[config.mk]
export PLATFORM = sky130hd
export DESIGN_NAME = fetch_queue
export DESIGN_NICKNAME = d
export VERILOG_FILES = /design/src/rtl/fetch_queue.sv
export SDC_FILE = /design/constraint.sdc
export NUM_CORES = 1
export LEC_CHECK = 0
export CAP_MARGIN = 20
export CORE_ASPECT_RATIO = 0.8
export CORE_UTILIZATION = 57
export DETAILED_ROUTE_END_ITERATION = 7
export PLACE_DENSITY = 0.8
export SLEW_MARGIN = 10
export SYNTH_ARGS = -nofsm -noshare
export SYNTH_HDL_FRONTEND = slang
export SYNTH_SLANG_ARGS = --single-unit
[constraint.sdc]
create_clock -name clk -period 5.4 [get_ports clk]
set_input_delay 0.54 -clock clk [delete_from_list [all_inputs] [get_ports clk]]
set_output_delay 0.54 -clock clk [all_outputs]
set_load 0.1 [all_outputs]
[src/rtl/fetch_queue.sv]
// Instruction fetch: sequential PC generation, in-order memory requests and a DEPTH-entry
// instruction FIFO toward decode. Defining FETCH_PREDECODE_EN adds the inst_imm_type predecode.
module fetch_queue #(
  parameter int          DEPTH    = 4,
  parameter logic [31:0] RESET_PC = 32'h0000_0000
) (
  input  logic        clk,
  input  logic        rst_n,
  output logic        req_valid,
  input  logic        req_ready,
  output logic [31:0] req_addr,
  input  logic        rsp_valid,
  input  logic [31:0] rsp_data,
  input  logic        redirect_valid,
  input  logic [31:0] redirect_pc,
  output logic        inst_valid,
  input  logic        inst_ready,
  output logic [31:0] inst,
`ifdef FETCH_PREDECODE_EN
  output logic [31:0] inst_pc,
  output logic [2:0]  inst_imm_type
`else
  output logic [31:0] inst_pc
`endif
);

  localparam int          CW      = $clog2(DEPTH + 1);
  localparam int          PW      = $clog2(DEPTH);
  localparam logic [CW:0] DEPTH_W = (CW + 1)'(DEPTH);

  logic [31:0]   pc_r;
  logic [31:0]   fill_pc_r;
  logic [31:0]   inst_r;
  logic [31:0]   inst_pc_r;
  logic [PW-1:0] rd_ptr_r;
  logic [PW-1:0] wr_ptr_r;
  logic [CW-1:0] count_r;
  logic [CW-1:0] outstanding_r;
  logic [CW-1:0] drop_cnt_r;

  logic [CW:0]   credit_s;
  logic          issue_s;
  logic          push_s;
  logic          pop_s;
  logic [PW-1:0] rd_next_s;
  logic [CW-1:0] count_next_s;
  logic [31:0]   head_data_s;
  logic [31:0]   head_pc_s;

  logic [31:0]   data_mem [DEPTH];
  logic [31:0]   pc_mem   [DEPTH];

`ifdef FETCH_PREDECODE_EN
  logic [2:0]    type_mem [DEPTH];
  logic [2:0]    head_type_s;
  logic [2:0]    imm_type_r;

  function automatic logic [2:0] imm_type_f(input logic [6:0] opcode);
    case (opcode)
      7'b0000011, 7'b0010011, 7'b1100111, 7'b1110011: imm_type_f = 3'b000;
      7'b0100011:                                     imm_type_f = 3'b001;
      7'b1100011:                                     imm_type_f = 3'b010;
      7'b1101111:                                     imm_type_f = 3'b011;
      7'b0110111, 7'b0010111:                         imm_type_f = 3'b100;
      default:                                        imm_type_f = 3'b111;
    endcase
  endfunction

  assign inst_imm_type = imm_type_r;
`endif

  assign req_addr   = pc_r;
  assign inst       = inst_r;
  assign inst_pc    = inst_pc_r;
  assign inst_valid = (count_r != {CW{1'b0}});

  // Handshake decisions and the head entry as it will look after this edge
  always_comb begin
    credit_s  = {1'b0, count_r} + {1'b0, outstanding_r};
    req_valid = rst_n & ~redirect_valid & (credit_s < DEPTH_W);
    issue_s   = req_valid & req_ready;
    push_s    = ~redirect_valid & rsp_valid & (drop_cnt_r == {CW{1'b0}});
    pop_s     = ~redirect_valid & inst_valid & inst_ready;
    if (pop_s) begin
      rd_next_s = rd_ptr_r + PW'(1'b1);
    end else begin
      rd_next_s = rd_ptr_r;
    end
    if (redirect_valid) begin
      count_next_s = {CW{1'b0}};
    end else begin
      count_next_s = count_r + CW'(push_s) - CW'(pop_s);
    end
    // A word pushed into an otherwise-empty queue becomes the head directly
    if (push_s && (rd_next_s == wr_ptr_r)) begin
      head_data_s = rsp_data;
      head_pc_s   = fill_pc_r;
    end else begin
      head_data_s = data_mem[rd_next_s];
      head_pc_s   = pc_mem[rd_next_s];
    end
`ifdef FETCH_PREDECODE_EN
    if (push_s && (rd_next_s == wr_ptr_r)) begin
      head_type_s = imm_type_f(rsp_data[6:0]);
    end else begin
      head_type_s = type_mem[rd_next_s];
    end
`endif
  end

  // FIFO storage, written on every accepted response
  always_ff @(posedge clk) begin
    if (push_s) begin
      data_mem[wr_ptr_r] <= rsp_data;
      pc_mem[wr_ptr_r]   <= fill_pc_r;
`ifdef FETCH_PREDECODE_EN
      type_mem[wr_ptr_r] <= imm_type_f(rsp_data[6:0]);
`endif
    end
  end

  // PC, credit counters, FIFO pointers and the registered head outputs
  always_ff @(posedge clk or negedge rst_n) begin
    if (!rst_n) begin
      pc_r          <= RESET_PC;
      fill_pc_r     <= RESET_PC;
      rd_ptr_r      <= {PW{1'b0}};
      wr_ptr_r      <= {PW{1'b0}};
      count_r       <= {CW{1'b0}};
      outstanding_r <= {CW{1'b0}};
      drop_cnt_r    <= {CW{1'b0}};
      inst_r        <= 32'h0000_0000;
      inst_pc_r     <= 32'h0000_0000;
`ifdef FETCH_PREDECODE_EN
      imm_type_r    <= 3'b111;
`endif
    end else if (redirect_valid) begin
      // Everything still in flight, except a response landing now, is stale
      pc_r          <= redirect_pc & 32'hFFFF_FFFC;
      fill_pc_r     <= redirect_pc & 32'hFFFF_FFFC;
      rd_ptr_r      <= {PW{1'b0}};
      wr_ptr_r      <= {PW{1'b0}};
      count_r       <= {CW{1'b0}};
      outstanding_r <= outstanding_r - CW'(rsp_valid);
      drop_cnt_r    <= outstanding_r - CW'(rsp_valid);
    end else begin
      if (issue_s) begin
        pc_r <= pc_r + 32'd4;
      end
      outstanding_r <= outstanding_r + CW'(issue_s) - CW'(rsp_valid);
      if (rsp_valid && (drop_cnt_r != {CW{1'b0}})) begin
        drop_cnt_r <= drop_cnt_r - CW'(1'b1);
      end
      if (push_s) begin
        wr_ptr_r  <= wr_ptr_r + PW'(1'b1);
        fill_pc_r <= fill_pc_r + 32'd4;
      end
      rd_ptr_r <= rd_next_s;
      count_r  <= count_next_s;
      if (count_next_s != {CW{1'b0}}) begin
        inst_r    <= head_data_s;
        inst_pc_r <= head_pc_s;
`ifdef FETCH_PREDECODE_EN
        imm_type_r <= head_type_s;
`endif
      end
    end
  end

endmodule

# After elaboration in Yosys (flattened, before gate mapping)

Memory sizes are Yosys's and may differ from the RTL's. A register that Yosys moved wholly into a read port is not among the register bits.
Index checks and enable logic that the tools add are counted.

Bits in registers: 77
Bits in writable memories: 256
Memories: 2
Output and inout bits: 98

$add $sub $neg: 11
$lt $le $gt $ge: 1
Reduce and logical (&&, ||, !) cells: 11
Muxes and demuxes: 15
Bitwise operators: 8

Memories:

| memory   | depth | width | rd ports | clocked after Yosys merged registers in | write ports | RTL line | text |
|---|---|---|---|---|---|---|---|
| data_mem | 4     | 32    | 1        | 1                                       | 1           | 50       | `logic [31:0] data_mem [DEPTH];` |
| pc_mem   | 4     | 32    | 1        | 1                                       | 1           | 51       | `logic [31:0] pc_mem [DEPTH];` |

Operator list:

| operator                                                   | number |
|---|---|
| two-way mux 32 bit                                         | 4 |
| adder 32 x 3 -> 32 bit, second input constant              | 2 |
| two-way mux 3 bit                                          | 5 |
| nonzero test 3 bit                                         | 3 |
| subtractor 3 x 1 -> 3 bit                                  | 3 |
| two-way mux 2 bit                                          | 4 |
| bitwise AND 1 bit                                          | 7 |
| adder 3 x 1 -> 3 bit                                       | 2 |
| nonzero test 2 bit                                         | 3 |
| adder 2 x 1 -> 2 bit, second input constant                | 2 |
| adder 3 x 3 -> 4 bit                                       | 1 |
| less-than comparator 4 x 3 -> 1 bit, second input constant | 1 |
| zero test 3 bit                                            | 1 |
| subtractor 3 x 1 -> 3 bit, second input constant           | 1 |
| zero test 1 bit                                            | 2 |
| two-way mux 1 bit                                          | 2 |
| AND reduction 2 bit                                        | 1 |
| logical AND 1 bit                                          | 1 |
| inverter 1 bit                                             | 1 |

# Depth between registers and ports, before layout

Gate-level depths: netlist (run 1).

Depth in word-level cells: 8
Mapped depth: 19
Mapped depth without buffers: 15

# Worst setup path after synthesis (run 1)

Ideal clock, no wire load.

Kind: register -> register
Start point: register count_r[1]
End point: register inst_r[0] (netlist: inst[0]), read port of data_mem
Path slack: 1,246 ps
Setup time: 69 ps
Path buffers: 4
Data arrival time: 4,085 ps
Stages on the path, launching flop included: 17
Clock period less this slack: 4,154 ps
Cells stage by stage: dfrtp_1 > or3_1 > clkbuf_1 > nand2_2 > inv_1 > ha_1 > inv_1 > ha_1 > inv_1 > fa_1 > xor2_1 > xnor2_1 > a31o_2 > clkbuf_1 > clkbuf_1 > clkbuf_1 > a22o_1

Longest elaborated chain between the ends: 7
Elaborated cells between the ends (all ways): 9
Classes of those cells: add/sub (2); mux (2); bitwise (2); reduce/logical (3)

Ends and longest elaborated chain:

| what                             | RTL line | text |
|---|---|---|
| start: declaration               | 37       | `logic [CW-1:0] count_r;` |
| start signal: assignment         | 129      | `count_r <= {CW{1'b0}};` |
| start signal: assignment         | 143      | `count_r <= {CW{1'b0}};` |
| start signal: assignment         | 159      | `count_r <= count_next_s;` |
| nonzero test 3 bit *             | 75       | `assign inst_valid = (count_r != {CW{1'b0}});` |
| named net inst_valid             | 16       | `output logic inst_valid,` |
| bitwise AND 1 bit * (2 in a row) | 83       | `pop_s = ~redirect_valid & inst_valid & inst_ready;` |
| subtractor 3 x 1 -> 3 bit        | 92       | `count_next_s = count_r + CW'(push_s) - CW'(pop_s);` |
| two-way mux 3 bit                | 89       | `if (redirect_valid) begin` |
| nonzero test 3 bit               | 160      | `if (count_next_s != {CW{1'b0}}) begin` |
| AND reduction 2 bit (no line)    | --       |  |
| end: declaration                 | 33       | `logic [31:0] inst_r;` |

Mark *: on every way through the listed nets, which the timed path passes. The rest lies on a longest branch.
A chain may end at the register's enable or synchronous reset.

# Final worst setup path (run 1)

Start point: input rsp_valid
End point: register inst_pc_r[18] (netlist: inst_pc[18]), read port of pc_mem

Longest elaborated chain between the ends: 7

Ends and longest elaborated chain:

| what                           | RTL line | text |
|---|---|---|
| start: declaration             | 12       | `input logic rsp_valid,` |
| bitwise AND 1 bit (2 in a row) | 82       | `push_s = ~redirect_valid & rsp_valid & (drop_cnt_r == {CW{1'b0}});` |
| adder 3 x 1 -> 3 bit           | 92       |  |
| subtractor 3 x 1 -> 3 bit      | 92       |  |
| two-way mux 3 bit              | 89       |  |
| nonzero test 3 bit             | 160      |  |
| AND reduction 2 bit (no line)  | --       |  |
| end: declaration               | 34       | `logic [31:0] inst_pc_r;` |

Every way passes these cells.

==> results.py, run 1 <==
metrics = {
    "run_status": {
        "outcome": "complete, but fails checks",
        "violations": "design-rule violations",
    },
    "global_routing": {
        "grt_pass1_vias": 11300,
        "grt_pass1_wl_microns": 62800,
        "track_usage": 0.276,
        "antenna_found_initial": 0,
        "grt_overflow": 0,
        "grt_max_degree": 80,
    },
    "sta": {
        "max_slew_margin": 0.296,
        "timing.setup.tns_ps": 0,
        "tightestPinTransition_ps": 1050,
        "hold_viol_final": 0,
        "finalClockSkew_ps": 21.6,
        "finalSetupViolations": 0,
        "rsz0062_at_grt": "false",
        "finalCritPeriodShare": 0.748,
        "maxSlewViolCount": 0,
        "min_period_ps": 4040,
        "fmax_mhz": 248,
    },
    "synthesis": {
        "synth_top_cell_area_share": 0.454,
        "synth_top_family_by_area": "compound AO/OA/AOI/OAI gates",
        "synth_cell_types": 67,
        "synth.area.mux_share": 0.0561,
        "syn_inst": 1212,
        "synth_seq_cells": 383,
        "synth-edff-count": 248,
        "synthTopCellsByArea": "edfxtp_1 (45%), dfrtp_1 (21%), mux2_2 (5.4%)",
        "yosys.area_share.adder": 0.0146,
        "synth_compound_gate_area_share": 0.139,
        "synth_top_area_cell": "edfxtp_1",
        "avgSynthCellArea_sq_um": 13.5,
        "synth_flop_cell": "edfxtp_1",
        "synth_xor_area_frac": 0.0272,
        "synthSimpleGateAreaFrac": 0.0727,
        "synth_warnings": 0,
        "synthArstFlopShare": 0.352,
        "syn-cell-area_sq_um": 16400,
        "synth_seq_area_share": 0.660,
    },
    "cells_and_area": {
        "area_delta_synth_final_pct": 19.5,
        "n_fill_cell": 1867,
        "antenna_cells": 0,
        "layout.nets": 1444,
        "drive_above_1_share": 0.135,
        "final_cell_mix": "edfxtp_1 (248), clkdlybuf4s50_1 (159), dfrtp_1 (134)",
        "mostFrequentLayoutCell": "edfxtp_1",
    },
    "setup_path": {
        "max_stage_delay_ps": 590,
        "reg2reg_to": "inst_pc[18]",
        "cp_max_fo": 50,
        "critPathKind": "in -> reg",
        "ff2ff_path_depth": 17,
        "critPathTopFamily": "buffers and inverters",
        "rrSetupSlack_ps": 1370,
        "reg2reg_from": "drop_cnt_r[0]",
        "cp_slowest_cell": "clkdlybuf4s50_1",
        "end_kind": "flop",
        "crit_arrival_ps": 4450,
        "crit_buf_inv": 6,
        "cp-start-kind": "primary input",
        "critical_path.cell_chain": "clkdlybuf4s50_1, nand3b_1, buf_4, nor2_1, clkinv_2, ha_1, inv_1, ha_1, inv_1, fa_1, xor2_1, xnor2_1, a31o_4, buf_12, a21oi_1, a22o_1",
        "crit_required_ps": 5810,
    },
    "power": {
        "leakagePower_nw": 7.22,
        "power.total_w": 0.0113,
        "ir_worst_vdd_v": 0.000438,
        "power_per_cell_area_nw_per_um2": 578,
    },
    "clock_tree": {
        "cts-resized-gates": 0,
        "cts.sinks": 383,
        "postCtsSetupBuffers": 0,
        "cts_buffers": 38,
        "clockBufferDepth": 3,
        "cts_htree_levels": 2,
        "clk_latency_ps": 520,
        "path_clk_slew_ps": 60,
        "cts_hold_buf": 1,
        "cts_tree": "built",
        "cts_root_buf": "clkbuf_16",
    },
    "floorplanning": {
        "die_area_sq_um": 29500,
        "io_pins": 168,
        "initial_core_util": 0.580,
        "std_cell_rows": 55,
        "die_h_microns": 154,
        "die_width_microns": 192,
        "core_sq_um": 28300,
    },
    "min_path": {
        "min_path_type": "in -> async",
    },
    "detailed_routing": {
        "drtIter0Drc": 1324,
        "dr_total_vias": 11300,
        "viasPerCell": 6.46,
        "drc": 5,
        "dr.pass1.iters": 8,
        "ant_nets": 0,
        "wl_per_cell_microns": 23.1,
        "wl_microns": 40400,
    },
    "placement": {
        "port_buffers": 161,
        "dp_hpwl_microns": 23300,
        "place.gp.congestion": 0.879,
    },
    "job": {
        "cap_viol_max_count": 0,
    },
}
[flip-flops by register name (all words and copies together) (netlist names)]
register,flops
req_addr,30
wr_ptr_r,2
fill_pc_r,30
data_mem,128
count_r,3
drop_cnt_r,3
inst_pc,30
outstanding_r,3
rd_ptr_r,2
pc_mem,120
inst,32
[cell usage after synthesis, drive strengths merged, types with 2 or more instances]
| cell | instances |
|---|---|
| nor2 | 88 |
| a222oi | 61 |
| clkbuf | 70 |
| nand2 | 45 |
| a21oi | 74 |
| nand3 | 35 |
| and2 | 2 |
| nand2b | 5 |
| ha | 16 |
| nand4 | 15 |
| a21boi | 4 |
| mux2 | 79 |
| or3 | 2 |
| or4 | 3 |
| or2 | 2 |
| a31o | 3 |
| a31oi | 9 |
| edfxtp | 248 |
| inv | 25 |
| nor2b | 3 |
| mux2i | 3 |
| xnor2 | 30 |
| o311ai | 7 |
| nor4 | 5 |
| a22o | 61 |
| a211oi | 2 |
| o21ai | 85 |
| dfrtp | 135 |
| fa | 2 |
| and3 | 15 |
| a211o | 2 |
| nor3 | 11 |
| buf | 18 |
| a311oi | 2 |
| xor2 | 20 |
| o211ai | 9 |
| nor4b | 3 |
[where the power goes]
part / total, W / switching (W) / internal (W)
combinational: 0.00494 / 0.00352 / 0.00142
clock: 0.00253 / 0.00108 / 0.00145
sequential: 0.00386 / 0.000320 / 0.00354
total: 0.0113 / 0.00492 / 0.00642
[worst register-to-register path: cells and delay by family, from the launching register on]
family,cells,cell delay (ps)
adder cells (fa/ha/maj),4,990
AO/OA/AOI/OAI,3,890
buffers and inverters,6,830
AND/OR/NAND/NOR,2,470
XOR/XNOR,2,420
flip-flops,1,350
[logic make-up (layout without fill, tap and decap cells)]
logic type / Yosys count / after routing
AOI/OAI and AO/OA: 324 / 324
buffers and inverters: 114 / 280
xor gates and xnor gates: 50 / 50
DFF: 383 / 383
and+or+nand+nor: 240 / 240
other: 1 / 4
adders and majority gates: 18 / 18
muxes: 82 / 82
[worst max-delay path by stage]
stage / end / cells past startpoint / startpoint
floorplan: inst[0] / 16 / count_r[1]
detailed placement: inst_pc[18] / 16 / rsp_valid
global route: inst_pc[18] / 17 / drop_cnt_r[0]
finish: inst_pc[18] / 16 / rsp_valid
global placement: inst_pc[14] / 16 / rsp_valid
CTS: inst_pc[18] / 17 / drop_cnt_r[0]
[metrics by stage]
step / setup WS, ps / area, sq um / hold slack [ps] / std cells / utilization
6_report: 1360 / 19600 / 437 / 1751 / 0.693
5_1_grt: 1120 / 19600 / 458 / 1751 / 0.693
4_1_cts: 1330 / 19600 / 443 / 1750 / 0.692
3_5_place_dp: 911 / 18400 / 418 / 1684 / 0.651
3_3_place_gp: 1040 / 18400 / 416 / 1684 / 0.651
2_1_floorplan: 1250 / 16400 / 244 / 1215 / -
[layer usage]
metal  share of wire  GRT usage
met1            0.42      0.396
met2            0.48      0.444
met3           0.091     0.0425
met4           0.014     0.0654
met5               0          0
[cell type report]
type / instances / area (sq um) / area share
Inverter: 26 / 98.8 / 0.00504
Clock buffer: 51 / 1040 / 0.0531
Tap cell: 370 / 463 / 0.0236
Timing Repair Buffer: 189 / 1890 / 0.0965
Multi-Input combinational cell: 718 / 5150 / 0.263
Clock inverter: 14 / 126 / 0.00645
Sequential cell: 383 / 10800 / 0.553
Power figures use the tool's default switching activity.
==> run 2, diff against run 1 <==
- clock period: 5.4 -> 3.9 ns (I/O delays scaled with it)
==> results.py, run 2 (synthesis results as in run 1) <==
metrics = {
    "run_status": {
        "outcome": "completed",
    },
    "detailed_routing": {
        "dr.pass1.iters": 8,
        "drc": 0,
        "wl_per_cell_microns": 22.8,
        "drtIter0Drc": 1361,
        "wl_microns": 40200,
        "ant_nets": 0,
        "viasPerCell": 6.40,
        "dr_total_vias": 11300,
    },
    "floorplanning": {
        "initial_core_util": 0.580,
        "core_sq_um": 28300,
        "die_h_microns": 154,
        "die_area_sq_um": 29500,
        "std_cell_rows": 55,
        "die_width_microns": 192,
        "io_pins": 168,
    },
    "cells_and_area": {
        "area_delta_synth_final_pct": 20.9,
        "regMostFlops": "data_mem",
        "final_area_sq_um": 19800,
        "final_cell_mix": "edfxtp_1 (248), clkdlybuf4s50_1 (158), dfrtp_1 (134)",
        "layout.nets": 1451,
        "drive_above_1_share": 0.143,
        "antenna_cells": 0,
        "largest_reg_flops": 128,
        "mostFrequentLayoutCell": "edfxtp_1",
    },
    "power": {
        "leakagePower_nw": 7.32,
        "seqPwrFrac": 0.336,
        "power_per_cell_area_nw_per_um2": 806,
        "power_switching_share": 0.428,
        "comb_power_share": 0.428,
        "internal_power_w": 0.00914,
        "clkPwrFrac": 0.236,
        "ir_worst_vdd_v": 0.000677,
        "p_switching_w": 0.00684,
    },
    "placement": {
        "port_buffers": 161,
        "dpl_cell_area_sq_um": 18500,
        "place.gp.congestion": 0.867,
        "dp_hpwl_microns": 23500,
    },
    "global_routing": {
        "grt_overflow": 0,
        "antenna_found_initial": 0,
        "track_usage": 0.278,
        "grt_max_degree": 75,
        "grt_pass1_vias": 11400,
        "grt_pass1_wl_microns": 63400,
    },
    "setup_path": {
        "reg2reg_to": "inst_pc[18]",
        "reg2reg_from": "count_r[1]",
        "cp-start-kind": "flop",
        "crit_arrival_ps": 3920,
        "rrSetupSlack_ps": 390,
        "crit_required_ps": 4300,
        "end_kind": "flop",
        "cp_max_fo": 74,
        "critPathKind": "reg -> reg",
        "ff2ff_path_depth": 14,
    },
    "sta": {
        "rsz0062_at_grt": "false",
        "maxSlewViolCount": 0,
        "max_slew_margin": 0.270,
        "fmax_mhz": 285,
        "min_period_ps": 3510,
        "hold_viol_final": 0,
        "tightestPinTransition_ps": 1090,
        "finalCritPeriodShare": 0.900,
        "finalClockSkew_ps": 20.7,
        "timing.setup.tns_ps": 0,
        "whs_ps": 270,
        "finalSetupViolations": 0,
    },
    "min_path": {
        "min_path_type": "in -> async",
    },
    "clock_tree": {
        "cts-resized-gates": 0,
        "cts_buffers": 38,
        "postCtsSetupBuffers": 0,
        "cts_root_buf": "clkbuf_16",
        "clockBufferDepth": 3,
        "cts_tree": "built",
        "path_clk_slew_ps": 60,
        "cts_htree_levels": 2,
        "clk_latency_ps": 530,
        "cts.sinks": 383,
    },
    "job": {
        "cap_viol_max_count": 0,
    },
}
[run 2: cell count changes in the layout (fill, tap and decap cells not counted), sizes merged]
cell / change
clkdlybuf4s50: -1
inv: +1
clkinv: -4
bufinv: +2
buf: +8
clkbuf: +5
clkinvlp: +1
[run 2: power groups by stage]
stage               sequential (W)  clock [W]  combinational, W
floorplan                  0.00774          0           0.00260
global placement           0.00542          0           0.00663
detailed placement         0.00543          0           0.00677
CTS                        0.00536    0.00380           0.00683
global route               0.00542    0.00396           0.00722
finish                     0.00537    0.00377           0.00684
[run 2: how the worst max path moves through the flow]
stage	startpoint	end	slack, ps	depth (start not counted)
2_1_floorplan	count_r[1]	inst[0]	60	16
3_3_place_gp	inst_ready	inst[0]	270	15
3_5_place_dp	inst_ready	inst[2]	200	15
4_1_cts	count_r[1]	inst[2]	400	14
5_1_grt	count_r[1]	inst_pc[18]	210	14
6_report	count_r[1]	inst_pc[18]	390	14
[run 2: metal layers]
| metal | GRT usage | up-vias | part of all wire | wire length [microns] |
|---|---|---|---|---|
| met1 | 0.413 | 5585 | 0.43 | 17100 |
| met3 | 0.0518 | 49 | 0.095 | 3820 |
| met5 | 0 | - | 0 | 0 |
| met2 | 0.424 | 666 | 0.47 | 18700 |
| li1 | - | 4988 | - | - |
| met4 | 0.0718 | 0 | 0.014 | 565 |
[run 2: cell type report]
type,instances,area (sq um)
fill,1883,8460
timing repair buffer,196,2000
clock buffer,56,1100
sequential,383,10800
clock inverter,14,191
tap,370,463
multi-input combinational,718,5150
inverter,26,98.8
[run 2: repair_timing]
| item | CTS | global route |
|---|---|---|
| hold buffers | 1 | 0 |
| endpoints found under the hold margin | 23 | 0 |
| endpoints found under the setup margin | 0 | 0 |
[run 2: critical path, stage by stage (launching register included)]
cell     delay [ps]
dfrtp_1         460
or3_1           490
nand2_2         100
inv_1            90
ha_1            300
inv_1            70
ha_1            140
inv_1            50
fa_1            380
xor2_1          170
xnor2_1         220
a31o_4          230
buf_12          310
a21oi_1         110
a22o_1          230
[run 2: metrics by stage]
stage / worst slack (ps) / utilization / power, W / cells
final: 389 / 0.701 / 0.0160 / 1763
after global routing: 206 / 0.701 / 0.0166 / 1763
after CTS: 403 / 0.701 / 0.0160 / 1763
after detailed placement: 200 / 0.655 / 0.0122 / 1692
after global placement: 273 / 0.655 / 0.0120 / 1692
after floorplan: 59.8 / - / 0.0103 / 1215
==> run 3, diff against run 2 <==
- ABC_CLOCK_PERIOD_IN_PS: unset -> 3900
- SLEW_MARGIN: 10 -> unset
==> results of run 3 <==
The final DEF is identical to that of run 2; final timing and power are the same.
